`config.mk`:
```
export PLATFORM = sky130hd
export DESIGN_NAME = interrupt_sequencer
export DESIGN_NICKNAME = d
export VERILOG_FILES = /design/src/rtl/interrupt_sequencer_pkg.sv /design/src/rtl/interrupt_sequencer_nmi_edge_latch.sv /design/src/rtl/interrupt_sequencer.sv
export SDC_FILE = /design/constraint.sdc
export NUM_CORES = 1
export LEC_CHECK = 0
export BUFFER_PORTS_ARGS = -buffer_cell sky130_fd_sc_hd__buf_2
export CAP_MARGIN = 20
export CORE_MARGIN = 2
export CORE_UTILIZATION = 41
export CTS_CLUSTER_DIAMETER = 80
export DETAILED_ROUTE_END_ITERATION = 10
export PLACE_DENSITY = 0.85
export SETUP_SLACK_MARGIN = 0.3
export SYNTH_ARGS = -nofsm -noshare
export SYNTH_HDL_FRONTEND = slang
export SYNTH_SLANG_ARGS = --single-unit
```
`constraint.sdc`:
```
create_clock -name clk -period 3.9 [get_ports clk]
set_clock_uncertainty 0.2 [all_clocks]
set_input_delay 0.39 -clock clk [delete_from_list [all_inputs] [get_ports clk]]
set_output_delay 0.39 -clock clk [all_outputs]
set_load 0.01 [all_outputs]
```
`src/rtl/interrupt_sequencer_pkg.sv`:
```
// Shared constants for the 6502 interrupt/reset entry sequencer:
// FSM state encodings, vector addresses and the PSR position of the I flag.
package interrupt_sequencer_pkg;

    localparam logic [2:0] S_RESET    = 3'd0;
    localparam logic [2:0] S_IDLE     = 3'd1;
    localparam logic [2:0] S_PUSH_PCH = 3'd2;
    localparam logic [2:0] S_PUSH_PCL = 3'd3;
    localparam logic [2:0] S_PUSH_P   = 3'd4;
    localparam logic [2:0] S_VEC_LO   = 3'd5;
    localparam logic [2:0] S_VEC_HI   = 3'd6;

    localparam logic [15:0] VEC_NMI = 16'hFFFA;
    localparam logic [15:0] VEC_RST = 16'hFFFC;
    localparam logic [15:0] VEC_IRQ = 16'hFFFE;

    // psr_in is {N,V,B,D,I,Z,C}
    localparam int PSR_I_BIT = 2;

    typedef enum logic [1:0] {
        VSEL_RST = 2'd0,
        VSEL_NMI = 2'd1,
        VSEL_IRQ = 2'd2
    } vec_sel_t;

    // Low byte address of the selected vector; the high byte sits one above.
    function automatic logic [15:0] vec_base(input vec_sel_t sel);
        case (sel)
            VSEL_NMI: vec_base = VEC_NMI;
            VSEL_IRQ: vec_base = VEC_IRQ;
            default:  vec_base = VEC_RST;
        endcase
    endfunction

endpackage

```
`src/rtl/interrupt_sequencer_nmi_edge_latch.sv`:
```
// NMI rising-edge detector with a sticky pending flag.
// Edge detection runs every cycle regardless of rdy; clear wins over a
// simultaneous edge because the caller folds that edge into its decision.
module nmi_edge_latch (
    input  logic clk,
    input  logic rst,
    input  logic nmi,
    input  logic clr,
    output logic nmi_edge,
    output logic nmi_pending
);

    logic nmi_q;

    assign nmi_edge = nmi & ~nmi_q;

    // Track the previous NMI level and latch a pending request on each rise
    always_ff @(posedge clk) begin
        nmi_q <= nmi;
        if (rst) begin
            nmi_pending <= 1'b0;
        end else if (clr) begin
            nmi_pending <= 1'b0;
        end else if (nmi_edge) begin
            nmi_pending <= 1'b1;
        end
    end

endmodule

```
`src/rtl/interrupt_sequencer.sv`:
```
// 6502 reset/NMI/IRQ entry sequencer. Takes the bus from the decoder at an
// instruction boundary, pushes PCH, PCL and P, fetches the vector, loads the
// PC and sets I. Out of reset it runs the RESET vector fetch without pushes.
module interrupt_sequencer #(
    parameter logic [7:0] STACK_PAGE = 8'h01
) (
    input  logic        clk,
    input  logic        res,
    input  logic        rdy,
    input  logic        irq,
    input  logic        nmi,
    input  logic        fetch_req,
    input  logic [6:0]  psr_in,
    input  logic [15:0] pc_in,
    input  logic [7:0]  sp_in,
    input  logic [7:0]  data_in,
    output logic        hold,
    output logic [15:0] address,
    output logic        bus_own,
    output logic        rw,
    output logic [7:0]  data_out,
    output logic        sp_dec,
    output logic        pc_load,
    output logic [15:0] pc_value,
    output logic        set_i
);

    import interrupt_sequencer_pkg::*;

    logic [2:0] state, state_nxt;
    vec_sel_t   vec_sel, vec_sel_nxt;
    logic [7:0] vec_lo;
    logic       nmi_edge, nmi_pending, nmi_now, nmi_clr;
    logic       irq_pending, take;

    // Stacked P: bit 5 always reads 1, B is pushed as 0 for hardware entries
    function automatic logic [7:0] push_psr(input logic [6:0] psr);
        push_psr = {psr[6:5], 1'b1, 1'b0, psr[3:0]};
    endfunction

    nmi_edge_latch u_nmi (
        .clk         (clk),
        .rst         (res),
        .nmi         (nmi),
        .clr         (nmi_clr),
        .nmi_edge    (nmi_edge),
        .nmi_pending (nmi_pending)
    );

    assign irq_pending = irq & ~psr_in[PSR_I_BIT];
    // An edge landing in the last push cycle still counts for this sequence
    assign nmi_now     = nmi_pending | nmi_edge;
    assign take        = (state == S_IDLE) & fetch_req & (nmi_pending | irq_pending);
    assign nmi_clr     = rdy & (state == S_PUSH_P) & nmi_now;

    // Next-state and vector selection; nothing advances while rdy is low
    always_comb begin
        state_nxt   = state;
        vec_sel_nxt = vec_sel;
        if (rdy) begin
            case (state)
                S_RESET: begin
                    state_nxt   = S_VEC_LO;
                    vec_sel_nxt = VSEL_RST;
                end
                S_IDLE:     if (take) state_nxt = S_PUSH_PCH;
                S_PUSH_PCH: state_nxt = S_PUSH_PCL;
                S_PUSH_PCL: state_nxt = S_PUSH_P;
                S_PUSH_P: begin
                    state_nxt   = S_VEC_LO;
                    vec_sel_nxt = nmi_now ? VSEL_NMI : VSEL_IRQ;
                end
                S_VEC_LO:   state_nxt = S_VEC_HI;
                S_VEC_HI:   state_nxt = S_IDLE;
                default:    state_nxt = S_RESET;
            endcase
        end
    end

    // State, vector choice and vector low byte; reset overrides everything
    always_ff @(posedge clk) begin
        if (res) begin
            state   <= S_RESET;
            vec_sel <= VSEL_RST;
            vec_lo  <= 8'h00;
        end else begin
            state   <= state_nxt;
            vec_sel <= vec_sel_nxt;
            if (rdy && (state == S_VEC_LO)) begin
                vec_lo <= data_in;
            end
        end
    end

    // Bus and pulse outputs decoded from the current state
    always_comb begin
        hold     = 1'b1;
        bus_own  = 1'b0;
        rw       = 1'b1;
        address  = 16'h0000;
        data_out = 8'h00;
        sp_dec   = 1'b0;
        pc_load  = 1'b0;
        pc_value = 16'h0000;
        set_i    = 1'b0;
        case (state)
            S_RESET: bus_own = 1'b1;
            S_IDLE:  hold = take;
            S_PUSH_PCH, S_PUSH_PCL, S_PUSH_P: begin
                bus_own = 1'b1;
                rw      = 1'b0;
                address = {STACK_PAGE, sp_in};
                sp_dec  = rdy;
                if (state == S_PUSH_PCH) begin
                    data_out = pc_in[15:8];
                end else if (state == S_PUSH_PCL) begin
                    data_out = pc_in[7:0];
                end else begin
                    data_out = push_psr(psr_in);
                end
            end
            S_VEC_LO: begin
                bus_own = 1'b1;
                address = vec_base(vec_sel);
            end
            S_VEC_HI: begin
                bus_own  = 1'b1;
                address  = vec_base(vec_sel) | 16'h0001;
                pc_load  = rdy;
                set_i    = rdy;
                pc_value = {data_in, vec_lo};
            end
            default: hold = 1'b1;
        endcase
    end

endmodule

```
== Word level (Yosys, flattened, before mapping) ==
Index checks and enable logic that the tools add are counted.
Widths: inputs -> output; s select.

* Input bits: 45
* Bits in registers: 15
* Word-level logic and storage cells: 48
* Output and inout port bits: 46

* Bitwise gates (word level): 10
* Mux-type cells: 15
* Eq/ne operators: 9
* Reductions and logical operators: 9

{| class="wikitable"
|+ Operator list
! operator !! number
|-
| $pmux 16 s3 || 1
|-
| $mux 8 || 3
|-
| $pmux 3 s6 || 1
|-
| $mux 16 || 1
|-
| $eq 3x3->1 const B || 3
|-
| $and 1x1->1 || 6
|-
| $eq 3x2->1 const B || 2
|-
| $pmux 3 s2 || 1
|-
| $reduce_or 6->1 || 1
|-
| $mux 1 || 5
|-
| $pmux 2 s2 || 1
|-
| $reduce_and 2->1 || 2
|-
| $reduce_or 2->1 || 2
|-
| $eq 3x1->1 const B || 1
|-
| $logic_not 3->1 || 1
|-
| $mux 3 || 1
|-
| $reduce_or 3->1 || 1
|-
| $eq 2x1->1 const B || 1
|-
| $eq 2x2->1 const B || 1
|-
| $mux 2 || 1
|-
| $ne 2x2->1 const B || 1
|-
| $not 1->1 || 2
|-
| $or 1x1->1 || 2
|-
| $reduce_bool 2->1 || 1
|-
| $logic_and 1x1->1 || 1
|}

== Logic depth before layout (Yosys ltp) ==
* Depth after elaboration: 6
* Gate-level depth with buffers: 5
* Depth with buffers taken out: 4

== By module ==
From an unflattened synthesis, not the netlist that was laid out.

* Cells, all modules: 153
* Area, all modules: 1123.6 um^2

{| class="wikitable"
|+ By module, submodules not included
! module !! area an instance (um^2) !! sequential area each (um^2) !! cells each !! instances
|-
| interrupt_sequencer || 1058.5 || 260.2 || 148 || 1
|-
| nmi_edge_latch || 65.1 || 40.0 || 5 || 1
|}

== Worst setup path before layout ==
OpenSTA, ideal clock, no wires.

* Path type: reg-to-output
* From: reg state[0]
* To: out pc_value[10]
* Path buffers: 2
* Cell stages (with the launch flop): 6
* Data arrival time: 1284 ps
* Slack: 2026 ps
* Path through: dfxtp_1 -> clkbuf_1 -> nand2b_1 -> nor2_1 -> clkbuf_1 -> and2_1

* Cells in the longest elaborated chain, start to end: 2

{| class="wikitable"
|+ RTL lines
! element !! line !! text
|-
| start, declared || interrupt_sequencer.sv:30 || <nowiki>logic [2:0] state, state_nxt;</nowiki>
|-
| start signal, assigned || interrupt_sequencer.sv:87 || <nowiki>state <= state_nxt;</nowiki>
|-
| $eq 3x3->1 || interrupt_sequencer.sv:106 || <nowiki>case (state)</nowiki>
|-
| $mux 16 || interrupt_sequencer.sv:106 ||
|-
| end, declared || interrupt_sequencer.sv:24 || <nowiki>output logic [15:0] pc_value,</nowiki>
|}

Every way passes these cells.

== Final worst setup path ==
* From: reg state[0]
* To: out set_i

* Cells in the longest elaborated chain, start to end: 2

{| class="wikitable"
|+ RTL lines
! element !! line !! text
|-
| $eq 3x3->1 || interrupt_sequencer.sv:106 ||
|-
| $mux 1 || interrupt_sequencer.sv:106 ||
|-
| end, declared || interrupt_sequencer.sv:25 || <nowiki>output logic set_i</nowiki>
|}

Every way passes these cells.

==> results.toml <==
[placement]
place_area_mm2 = 0.00146
routabilityCongestion = 0.678
hpwl_um = 2100
dpl.cell_count = 252
numPortBuffers = 89

[die]
die_w_um = 55.3
die_h_um = 55.3
core_area_mm2 = 0.00248
dieArea_mm2 = 0.00306
fp-row-count = 18
initial_core_util = 0.436
ios = 91

[finish]
post-route-util = 0.601
final_cells = 256
design_area_mm2 = 0.00149
drive_gt1_frac = 0.407
area_growth_pct = 37.8
diodes = 0
layout.nets = 273

[clocking]
clkLatencyLatePin_ns = 0.29
cts_setup_buffers = 0
cts_hold_buffers = 0
cts-root-buf = "clkbuf_4"
cts_resized = 0
numCtsBuffers = 3
clk_path_buf_depth = 2
cts.sinks = 15
htree_levels = 1
clk_pin_slew_ns = 0.09
cts_tree = "built"

[worst_setup_path]
cp.required_ns = 3.31
critical_path.max_fanout = 20
crit_path_start_kind = "flop"
cp-end-kind = "primary output"
critPathKind = "reg2out"
r2r_slack_ns = 1.98
r2r_cells = 3
arrival_ns = 2.11
r2r_end = "vec_sel[1]"
r2r-start = "state[0]"

[timing]
period_share = 0.693
setup_viol = 0
finalSetupTns_ns = 0
grt_setup_unrepaired = "no"
max_slew_margin = 0.439
hold_slack_ns = 0.00519
clock.fmax_ghz = 0.370
slew_viol_final = 0
fin_crit_ns = 2.70
tightestPinTransition_ns = 0.838
report.final.hold_viol_count = 0

[job]
max-cap-violations = 0

[global_route]
antenna_found_initial = 0
overflow = 0
grt_pass1_vias = 1127
grt_max_degree = 21
grt_pass1_wl_um = 4760
grt_use_total = 0.184

[yosys]
syn_inst = 152
synth_nets = 198
seq_area_frac_synth = 0.278
ys_types = 33
yosysWarnings = 0
synth_seq_cells = 15
synthesis.area_mm2 = 0.00108
syn_avg_cell_area_um2 = 7.10

[routing]
wl_per_cell_um = 10.6
wl_um = 2730
route.vias.total = 1271
vias_per_cell = 4.96
first_pass_iters = 5
drc = 0
first_iter_violations = 41
ant_nets = 0

[min_path]
holdPathEnd = "u_nmi.nmi_q"
hold_path.class = "in2reg"
min-delay-start = "nmi"
hold_depth = 1

[power]
powerDensity_mw_per_mm2 = 277
p_leak_nw = 0.818
ir_drop_mv = 0.169

[status]
status = "completed"
## where the power goes
group          switching [mW]  internal [mW]
Combinational          0.0728         0.0692
Clock                  0.0531         0.0398
Sequential             0.0164          0.161
## through the flow
step                      power, mW  worst slack (ns)
after CTS                     0.413              1.20
after floorplan               0.270              2.03
final                         0.412              1.20
after global routing          0.440             0.994
after global placement        0.321              1.53
after detailed placement      0.323              1.53
## metal layers
metal | vias up | share of wire | routed length (um) | global-route usage
met5 | - | 0 | 0 | 0
met4 | 0 | 0.019 | 51 | 0.0836
met3 | 5 | 0.079 | 214 | 0.0304
met2 | 48 | 0.49 | 1340 | 0.327
met1 | 565 | 0.41 | 1120 | 0.214
li1 | 653 | - | - | -
## cell type report
class	instances	area, um^2
Timing Repair Buffer	89	445
Inverter	5	18.8
Sequential cell	15	300
Clock buffer	4	26.3
Tap cell	30	37.5
Fill cell	254	990
Multi-Input combinational cell	113	659
## registers in the layout, indices dropped and copies added, names as in the netlist
name and cells:
vec_lo 8, state 3, vec_sel 2, u_nmi.nmi_pending 1, u_nmi.nmi_q 1
## how the worst max path moves through the flow
stage	cells past startpoint	endpoint	slack, ns	start
final	4	set_i	1.20	state[0]
after global routing	4	set_i	0.99	state[0]
after CTS	4	set_i	1.20	state[0]
after detailed placement	4	set_i	1.53	state[0]
after global placement	4	pc_load	1.53	state[0]
after floorplan	5	pc_value[10]	2.03	state[0]
## critical path: stages, from the launching register on
cell and delay, ns:
dfxtp_1 0.53, nand2b_1 0.26, nor2_1 0.65, and2_1 0.24, buf_2 0.13
## cells by family (layout without fill, tap and decap cells)
family | Yosys count | in the layout | share of synthesized area
adders and majority gates | 1 | 1 | 0.0116
and+or+nand+nor | 67 | 67 | 0.331
AOI/OAI and AO/OA | 43 | 43 | 0.250
DFF | 15 | 15 | 0.278
xor gates and xnor gates | 1 | 1 | 0.00811
muxes | 1 | 1 | 0.00927
buffers and inverters | 24 | 98 | 0.111
## cells in the final DEF, fill, tap and decap left out
master     netlist  routed
nand3b_1         1       1
nor3b_1          1       1
nand3_1          1       1
and3b_1          1       1
nor2_1           3       3
clkbuf_1         9       1
xor2_1           1       1
mux2i_1          1       1
nand2_1         28      28
nand4b_1         1       1
ha_1             1       1
o2bb2ai_1        2       2
a211oi_1         1       1
a21oi_1         13      13
inv_1            5       5
o211ai_1         1       1
buf_2            3      89
a21boi_0         1       1
dfxtp_1         15      15
a21o_1           6       6
and4b_1          1       1
nand2b_1         5       5
and2_1          18      18
or4b_1           1       1
or3b_1           1       1
o31ai_1          1       1
a22oi_1          6       6
o21ai_0          2       2
o21ai_1          8       8
nor2b_1          5       5
clkbuf_4         0       3
a221oi_1         1       1
a31o_1           1       1
## synthesized netlist by cell type
library cell | n | area share
a211oi_1 | 1 | 0.0070
a21boi_0 | 1 | 0.0070
a21o_1 | 6 | 0.042
a21oi_1 | 13 | 0.060
a221oi_1 | 1 | 0.0081
a22oi_1 | 6 | 0.042
a31o_1 | 1 | 0.0081
and2_1 | 18 | 0.10
and3b_1 | 1 | 0.0081
and4b_1 | 1 | 0.0093
buf_2 | 3 | 0.014
buf_4 | 7 | 0.049
clkbuf_1 | 9 | 0.031
dfxtp_1 | 15 | 0.28
ha_1 | 1 | 0.012
inv_1 | 5 | 0.017
mux2i_1 | 1 | 0.0093
nand2_1 | 28 | 0.097
nand2b_1 | 5 | 0.029
nand3_1 | 1 | 0.0046
nand3b_1 | 1 | 0.0070
nand4b_1 | 1 | 0.0081
nor2_1 | 3 | 0.010
nor2b_1 | 5 | 0.029
nor3b_1 | 1 | 0.0070
o211ai_1 | 1 | 0.0070
o21ai_0 | 2 | 0.0093
o21ai_1 | 8 | 0.037
o2bb2ai_1 | 2 | 0.016
o31ai_1 | 1 | 0.0070
or3b_1 | 1 | 0.0081
or4b_1 | 1 | 0.0093
xor2_1 | 1 | 0.0081
Note: power is estimated with default switching activity, not from simulation.
